==> src/rtl/rv_io_gpio_ng.sv <==
// GPIO controller on the RVOOM IO bus: synchronised and optionally filtered pad
// inputs, atomic output updates, and edge/level/both-edge interrupts.
module rv_io_gpio_ng #(
    parameter int RV    = 64,
    parameter int NPINS = 32,
    parameter int SYNC  = 2,
    parameter int DBW   = 8
) (
    input  logic             clk,
    input  logic             reset,
    input  logic             addr_req,
    output logic             addr_ack,
    input  logic             sel,
    input  logic [11:0]      addr,
    input  logic             read,
    input  logic [7:0]       mask,
    input  logic [RV-1:0]    wdata,
    output logic             data_req,
    input  logic             data_ack,
    output logic [RV-1:0]    rdata,
    output logic             interrupt,
    input  logic [NPINS-1:0] pad_in,
    output logic [NPINS-1:0] pad_out,
    output logic [NPINS-1:0] pad_oe,
    output logic [NPINS-1:0] pad_pu
);

    localparam logic [8:0] R_IN    = 9'd0;
    localparam logic [8:0] R_OUT   = 9'd1;
    localparam logic [8:0] R_SET   = 9'd2;
    localparam logic [8:0] R_CLR   = 9'd3;
    localparam logic [8:0] R_TOG   = 9'd4;
    localparam logic [8:0] R_DIR   = 9'd5;
    localparam logic [8:0] R_OD    = 9'd6;
    localparam logic [8:0] R_PU    = 9'd7;
    localparam logic [8:0] R_PEND  = 9'd8;
    localparam logic [8:0] R_IEN   = 9'd9;
    localparam logic [8:0] R_ITYPE = 9'd10;
    localparam logic [8:0] R_IPOL  = 9'd11;
    localparam logic [8:0] R_IBOTH = 9'd12;
    localparam logic [8:0] R_FEN   = 9'd13;
    localparam logic [8:0] R_FCNT  = 9'd14;
    localparam logic [8:0] R_RAW   = 9'd15;

    logic [8:0]       idx;
    logic             rd_en;
    logic             wr_en;
    logic [RV-1:0]    wmask;
    logic [NPINS-1:0] wen;
    logic [NPINS-1:0] wnew;
    logic [NPINS-1:0] wbits;

    logic [NPINS-1:0] out_r;
    logic [NPINS-1:0] dir_r;
    logic [NPINS-1:0] od_r;
    logic [NPINS-1:0] pu_r;
    logic [NPINS-1:0] pend_r;
    logic [NPINS-1:0] ien_r;
    logic [NPINS-1:0] itype_r;
    logic [NPINS-1:0] ipol_r;
    logic [NPINS-1:0] iboth_r;
    logic [NPINS-1:0] fen_r;
    logic [DBW-1:0]   fcnt_r;

    logic [SYNC-1:0][NPINS-1:0] sync_p0;
    logic [NPINS-1:0] raw;
    logic [NPINS-1:0] filt_p1;
    logic [NPINS-1:0] filt_p2;
    logic [NPINS-1:0] src;
    logic [NPINS-1:0] pend_clr;
    logic [NPINS-1:0] rd_pins;
    logic [RV-1:0]    rd_val;

    function automatic logic [NPINS-1:0] merge(input logic [NPINS-1:0] cur,
                                               input logic [NPINS-1:0] val,
                                               input logic [NPINS-1:0] en);
        return (cur & ~en) | (val & en);
    endfunction

    assign idx      = addr[11:3];
    assign addr_ack = addr_req & sel & ~(data_req & ~data_ack);
    assign rd_en    = addr_ack & read;
    assign wr_en    = addr_ack & ~read;

    always_comb begin
        wmask = '0;
        for (int i = 0; i < RV; i++) wmask[i] = mask[i / 8];
    end

    assign wen   = wmask[NPINS-1:0];
    assign wnew  = wdata[NPINS-1:0];
    assign wbits = wnew & wen;

    always_ff @(posedge clk or negedge reset) begin
        if (!reset) begin
            out_r   <= '0;
            dir_r   <= '0;
            od_r    <= '0;
            pu_r    <= '1;
            ien_r   <= '0;
            itype_r <= '0;
            ipol_r  <= '0;
            iboth_r <= '0;
            fen_r   <= '0;
            fcnt_r  <= '0;
        end else if (wr_en) begin
            case (idx)
                R_OUT:   out_r   <= merge(out_r, wnew, wen);
                R_SET:   out_r   <= out_r | wbits;
                R_CLR:   out_r   <= out_r & ~wbits;
                R_TOG:   out_r   <= out_r ^ wbits;
                R_DIR:   dir_r   <= merge(dir_r, wnew, wen);
                R_OD:    od_r    <= merge(od_r, wnew, wen);
                R_PU:    pu_r    <= merge(pu_r, wnew, wen);
                R_IEN:   ien_r   <= merge(ien_r, wnew, wen);
                R_ITYPE: itype_r <= merge(itype_r, wnew, wen);
                R_IPOL:  ipol_r  <= merge(ipol_r, wnew, wen);
                R_IBOTH: iboth_r <= merge(iboth_r, wnew, wen);
                R_FEN:   fen_r   <= merge(fen_r, wnew, wen);
                R_FCNT:  fcnt_r  <= (fcnt_r & ~wmask[DBW-1:0]) | (wdata[DBW-1:0] & wmask[DBW-1:0]);
                default: ;
            endcase
        end
    end

    // Stage p0: input synchroniser, newest sample in slot 0
    always_ff @(posedge clk or negedge reset) begin
        if (!reset) sync_p0 <= '0;
        else        sync_p0 <= {sync_p0[SYNC-2:0], pad_in};
    end

    assign raw = sync_p0[SYNC-1];

    // Stage p1: glitch filter; with the filter off or FCNT reached, F simply takes S
    for (genvar g = 0; g < NPINS; g++) begin : g_filt
        logic           f_bit;
        logic [DBW-1:0] cnt_p1;

        always_ff @(posedge clk or negedge reset) begin
            if (!reset) begin
                f_bit  <= 1'b0;
                cnt_p1 <= '0;
            end else if (!fen_r[g] || raw[g] == f_bit || cnt_p1 == fcnt_r) begin
                f_bit  <= raw[g];
                cnt_p1 <= '0;
            end else begin
                cnt_p1 <= cnt_p1 + 1'b1;
            end
        end

        assign filt_p1[g] = f_bit;
    end

    // Stage p2: previous filtered value for edge detection
    always_ff @(posedge clk or negedge reset) begin
        if (!reset) filt_p2 <= '0;
        else        filt_p2 <= filt_p1;
    end

    assign src = (itype_r & ~(filt_p1 ^ ipol_r))
               | (~itype_r & iboth_r & (filt_p1 ^ filt_p2))
               | (~itype_r & ~iboth_r & ipol_r & filt_p1 & ~filt_p2)
               | (~itype_r & ~iboth_r & ~ipol_r & ~filt_p1 & filt_p2);

    // A fresh source wins over a same-cycle write-1-clear
    assign pend_clr = (wr_en && idx == R_PEND) ? wbits : '0;

    always_ff @(posedge clk or negedge reset) begin
        if (!reset) begin
            pend_r    <= '0;
            interrupt <= 1'b0;
        end else begin
            pend_r    <= (pend_r & ~pend_clr) | src;
            interrupt <= |(pend_r & ien_r);
        end
    end

    always_comb begin
        case (idx)
            R_IN:    rd_pins = filt_p1;
            R_OUT:   rd_pins = out_r;
            R_DIR:   rd_pins = dir_r;
            R_OD:    rd_pins = od_r;
            R_PU:    rd_pins = pu_r;
            R_PEND:  rd_pins = pend_r;
            R_IEN:   rd_pins = ien_r;
            R_ITYPE: rd_pins = itype_r;
            R_IPOL:  rd_pins = ipol_r;
            R_IBOTH: rd_pins = iboth_r;
            R_FEN:   rd_pins = fen_r;
            R_RAW:   rd_pins = raw;
            default: rd_pins = '0;
        endcase
        rd_val = '0;
        rd_val[NPINS-1:0] = rd_pins;
        if (idx == R_FCNT) rd_val[DBW-1:0] = fcnt_r;
    end

    always_ff @(posedge clk or negedge reset) begin
        if (!reset) begin
            data_req <= 1'b0;
            rdata    <= '0;
        end else if (rd_en) begin
            data_req <= 1'b1;
            rdata    <= rd_val;
        end else if (data_ack) begin
            data_req <= 1'b0;
        end
    end

    // Open drain: the pad is only driven while the output is low
    assign pad_out = out_r;
    assign pad_oe  = dir_r & ~(od_r & out_r);
    assign pad_pu  = pu_r;

    logic unused_bus;
    assign unused_bus = ^{addr[2:0], wdata, wmask, mask};

endmodule
==> config.mk <==
export PLATFORM = sky130hd
export DESIGN_NAME = rv_io_gpio_ng
export DESIGN_NICKNAME = d
export VERILOG_FILES = /design/src/rtl/rv_io_gpio_ng.sv
export SDC_FILE = /design/constraint.sdc
export NUM_CORES = 1
export LEC_CHECK = 0
export BUFFER_PORTS_ARGS = -buffer_cell sky130_fd_sc_hd__buf_4
export CAP_MARGIN = 25
export CORE_UTILIZATION = 65
export CTS_CLUSTER_SIZE = 8
export DETAILED_ROUTE_END_ITERATION = 16
export PLACE_DENSITY = 0.9
export SLEW_MARGIN = 20
export SYNTH_ARGS = -nofsm -noshare
export SYNTH_HDL_FRONTEND = slang
export SYNTH_SLANG_ARGS = --single-unit
==> constraint.sdc <==
create_clock -name clk -period 4.5 [get_ports clk]
set_input_delay 0.675 -clock clk [delete_from_list [all_inputs] [get_ports clk]]
set_output_delay 0.675 -clock clk [all_outputs]
set_load 0.005 [all_outputs]
Yosys cells after proc, flatten, opt, wreduce, memory -nomap -nowiden
Cells that the tools add are included.
{"block": "word_totals", "ff_bits": 746, "input_bits": 122, "out_inout_bits": 163, "word_cells": 405}
{"block": "classes", "n_addsub": 32, "eq_ne": 79, "muxes": 38, "n_bitwise": 64, "n_reduce_logical": 111}
{"operator": "$and A32 B32 Y32", "count": 25}
{"operator": "$or A32 B32 Y32", "count": 14}
{"operator": "$pmux W32 S12", "count": 1}
{"operator": "$not A32 Y32", "count": 10}
{"operator": "$mux W8", "count": 33}
{"operator": "$add A8 B1 Y8 const B", "count": 32}
{"operator": "$eq A8 B8 Y1", "count": 32}
{"operator": "$pmux W32 S4", "count": 1}
{"operator": "$xor A32 B32 Y32", "count": 3}
{"operator": "$eq A9 B4 Y1 const B", "count": 8}
{"operator": "$logic_or A1 B1 Y1", "count": 64}
{"operator": "$eq A9 B3 Y1 const B", "count": 4}
{"operator": "$eq A1 B1 Y1", "count": 32}
{"operator": "$logic_not A1 Y1", "count": 32}
{"operator": "$mux W32", "count": 1}
{"operator": "$reduce_or A32 Y1", "count": 1}
{"operator": "$reduce_and A2 Y1", "count": 10}
{"operator": "$eq A9 B2 Y1 const B", "count": 2}
{"operator": "$and A8 B8 Y8", "count": 2}
{"operator": "$eq A9 B1 Y1 const B", "count": 1}
{"operator": "$logic_not A9 Y1", "count": 1}
{"operator": "$not A8 Y8", "count": 1}
{"operator": "$or A8 B8 Y8", "count": 1}
{"operator": "$and A1 B1 Y1", "count": 5}
{"operator": "other kinds (5)", "count": 8}

Logic depth before layout (Yosys ltp)
{"block": "depth", "depth_word": 10, "ltp_mapped": 9, "depth_no_buf": 5}

Worst setup path after synthesis
No wires, ideal clock.
{"block": "synth_path", "path_type": "input to register", "start": "input addr[10]", "end": "register with a tool-made name", "arrival_time_ps": 2179, "required_ps": 4375, "setup_slack_ps": 2196, "cell_stages": 6, "n_path_buf": 2, "cell_sequence": "or4_1 > buf_4 > nor2_8 > buf_6 > nand3_2 > mux2_2"}
{"element": "start: declaration", "line": "14", "source": "input logic [11:0] addr,"}

==> reports/metrics.csv <==
metric,value,unit
1st-iter DRT viols,3926,
crit-path max cell delay,1.02,ns
Synth Cell Area,37200,um^2
largest net degree at the start of global routing,142,
total routed wirelength,119000,um
leakage power,19.0,nW
"delay-heaviest family, CP",simple AND/OR/NAND/NOR gates,
drt wl/cell,27.4,um
Initial Util,0.659,
hold slack final,0.109,ns
hold_buf cts,1,
sequential cell area,18700,um^2
asr flop ratio synth,1.00,
global-route wire length before repair,180000,um
global routing usage on met3,0.153,
crit end category,register,
WP data arrival,3.56,ns
Slew headroom,0.235,
crit path cell chain,buf_4 > or4_1 > nor2_8 > nand4_2 > mux2_2,
die width,241,um
DRC,0,
Final Worst Setup Slack,1.46,ns
CP Launch Point,addr[10],
met2 usage,0.605,
Ys Warns,0,
Bufs on Longest Clock Path,3,
"Slowest-stage cell, CP",or4_1,
GRT met1 Usage,0.510,
outcome,"finished, final reports clean",
Setup crit start kind,input port,
"Clk pin slew, worst setup/hold paths",0.05,ns
area growth from synthesis to layout,14.9,%
number of synthesized flops with an enable pin,0,
fin nets,3698,
first-pass iteration count of the detailed router,9,
total gr overflow,0,
gpl congestion,0.994,
share of cells above drive strength 1,0.228,
vias in the first global route,30560,
H-tree levels,3,
Worst-Skew Late Latency,0.68,ns
I/O Buffers,213,
Post-CTS Setup Inserts,0,
Vias/cell,6.88,
maximum capacitance violations,0,
Worst EP required,5.02,ns
R2R cell count,5,
power consumption,15.1,mW
DRT antenna net count,0,
Final HPWL DP,75100,um
Fmax,329,MHz
setup TNS,0,ns
post-synthesis sequential area ratio,0.503,
clk_skew,0.0301,ns
Fillers,3331,
FF-to-FF End,g_filt[19].f_bit,
clk sink count,746,
Power Density,354,nW/um^2
stages on the worst setup path,5,
post-synthesis cell type count,77,
gr busiest metal,met2,
Post-synth top flop,dfrtp_1,
"Hold Vio Cnt, Final",0,
antenna violations before repair,7,
Die Y,241,um
GRT Overall Usage,0.416,
die area,58200,um^2
period utilization,0.675,
CTS Root Cell,clkbuf_16,
Finish-stage setup viols,0,
core box area,56500,um^2
vias,30016,
HP Class,in2reg,
RSZ-0062 raised after global routing,no,
"Buf+Inv Stages, Crit Path",1,
PostCTS Resize Cnt,0,
Critical Path Fanout Max,19,
cells after synthesis,3241,
max-slew violation count,0,
peak supply drop,0.335,mV
actual slew at the worst max-slew pin,1.14,ns
post-layout min period,3.04,ns
Syn Area/Cell,11.5,um^2
Multi-input gate area,17600,um^2
CTS Buf Count,103,
cell depth of the worst hold path,1,
Reg2Reg Setup Slack,1.47,ns
CTS tree,yes,
Ports,285,
FP Rows,87,
kind of critical path,in2reg,
"FF+latch count, synth",746,
Place WS,0.994,ns
power breakdown:
part,internal (mW),total (mW),switching [mW]
clock network,4.40,7.38,2.99
registers,6.82,6.95,0.135
logic,0.276,0.796,0.520
cell usage in the layout, fill, tap and decap left out, types with 33 or more instances in the layout:
master / count
a21oi_1: 38
a22o_1: 49
a22oi_1: 82
and3_1: 65
buf_4: 274
clkbuf_1: 81
clkbuf_16: 105
dfrtp_1: 706
ha_1: 64
inv_1: 61
mux2_2: 310
mux2i_1: 42
nand2_1: 122
nand3_1: 173
nand4_1: 71
nor2_1: 316
o211ai_1: 33
o21ai_0: 74
o221ai_1: 34
o22ai_1: 44
xnor2_1: 294
xor2_1: 224
how the worst min path moves through the flow:
| stage | startpoint | end | slack (ns) |
|---|---|---|---|
| after CTS | pad_in[27] | sync_p0[27] | 0.09 |
| after global routing | pad_in[29] | sync_p0[29] | 0.10 |
| after global placement | sync_p0[30] | raw[30] | 0.33 |
| after floorplan | sync_p0[0] | raw[0] | 0.33 |
| final | pad_in[27] | sync_p0[27] | 0.11 |
| after detailed placement | sync_p0[19] | raw[19] | 0.33 |
logic make-up (layout without fill, tap and decap cells):
kind of cell | Yosys count | count (layout) | share of synthesized area
compound gates | 490 | 490 | 0.0959
xor+xnor | 518 | 518 | 0.122
fa+ha+maj | 64 | 64 | 0.0215
buf+inv | 209 | 537 | 0.0278
flops | 746 | 746 | 0.503
mux | 375 | 375 | 0.118
other cells | 1 | 37 | 0.000101
simple gates | 838 | 838 | 0.112
metal layers:
| metal | up-vias | wire length, um |
|---|---|---|
| li1 | 12138 | - |
| met1 | 14669 | 41200 |
| met2 | 2434 | 51600 |
| met3 | 767 | 16300 |
| met4 | 8 | 10200 |
| met5 | - | 45 |
through the flow:
step / instance area, um^2 / utilization / std cells
3_3_place_gp: 39700 / 0.703 / 4161
5_1_grt: 42800 / 0.757 / 4357
3_5_place_dp: 39700 / 0.703 / 4161
4_1_cts: 42700 / 0.757 / 4355
2_1_floorplan: 37300 / - / 3272
6_report: 42800 / 0.757 / 4361
cells in the mapped netlist, types with 33 or more instances:
cell,number,area (um^2)
and3_1,65,407
buf_2,57,285
xor2_1,224,1960
dfrtp_1,714,17900
o22ai_1,44,275
nand4_1,71,444
ha_1,64,801
a22oi_1,82,616
o21ai_0,74,370
inv_1,61,229
nor2_1,317,1190
nand2_1,122,458
clkbuf_1,42,158
a22o_1,49,429
o221ai_1,34,298
mux2i_1,42,420
xnor2_1,294,2570
o211ai_1,33,248
a21oi_1,38,190
nand3_1,173,866
buf_4,44,330
mux2_2,310,3490
layout make-up:
| type | instances | share of cell area |
|---|---|---|
| diodes | 5 | 0.000293 |
| well taps | 756 | 0.0221 |
| multi-input cells | 2317 | 0.412 |
| flip-flops and latches | 746 | 0.438 |
| repair buffers | 283 | 0.0517 |
| clock inverters | 5 | 0.00196 |
| inverters | 61 | 0.00535 |
| clock buffers | 188 | 0.0692 |
(Power assumes the default switching activity.)
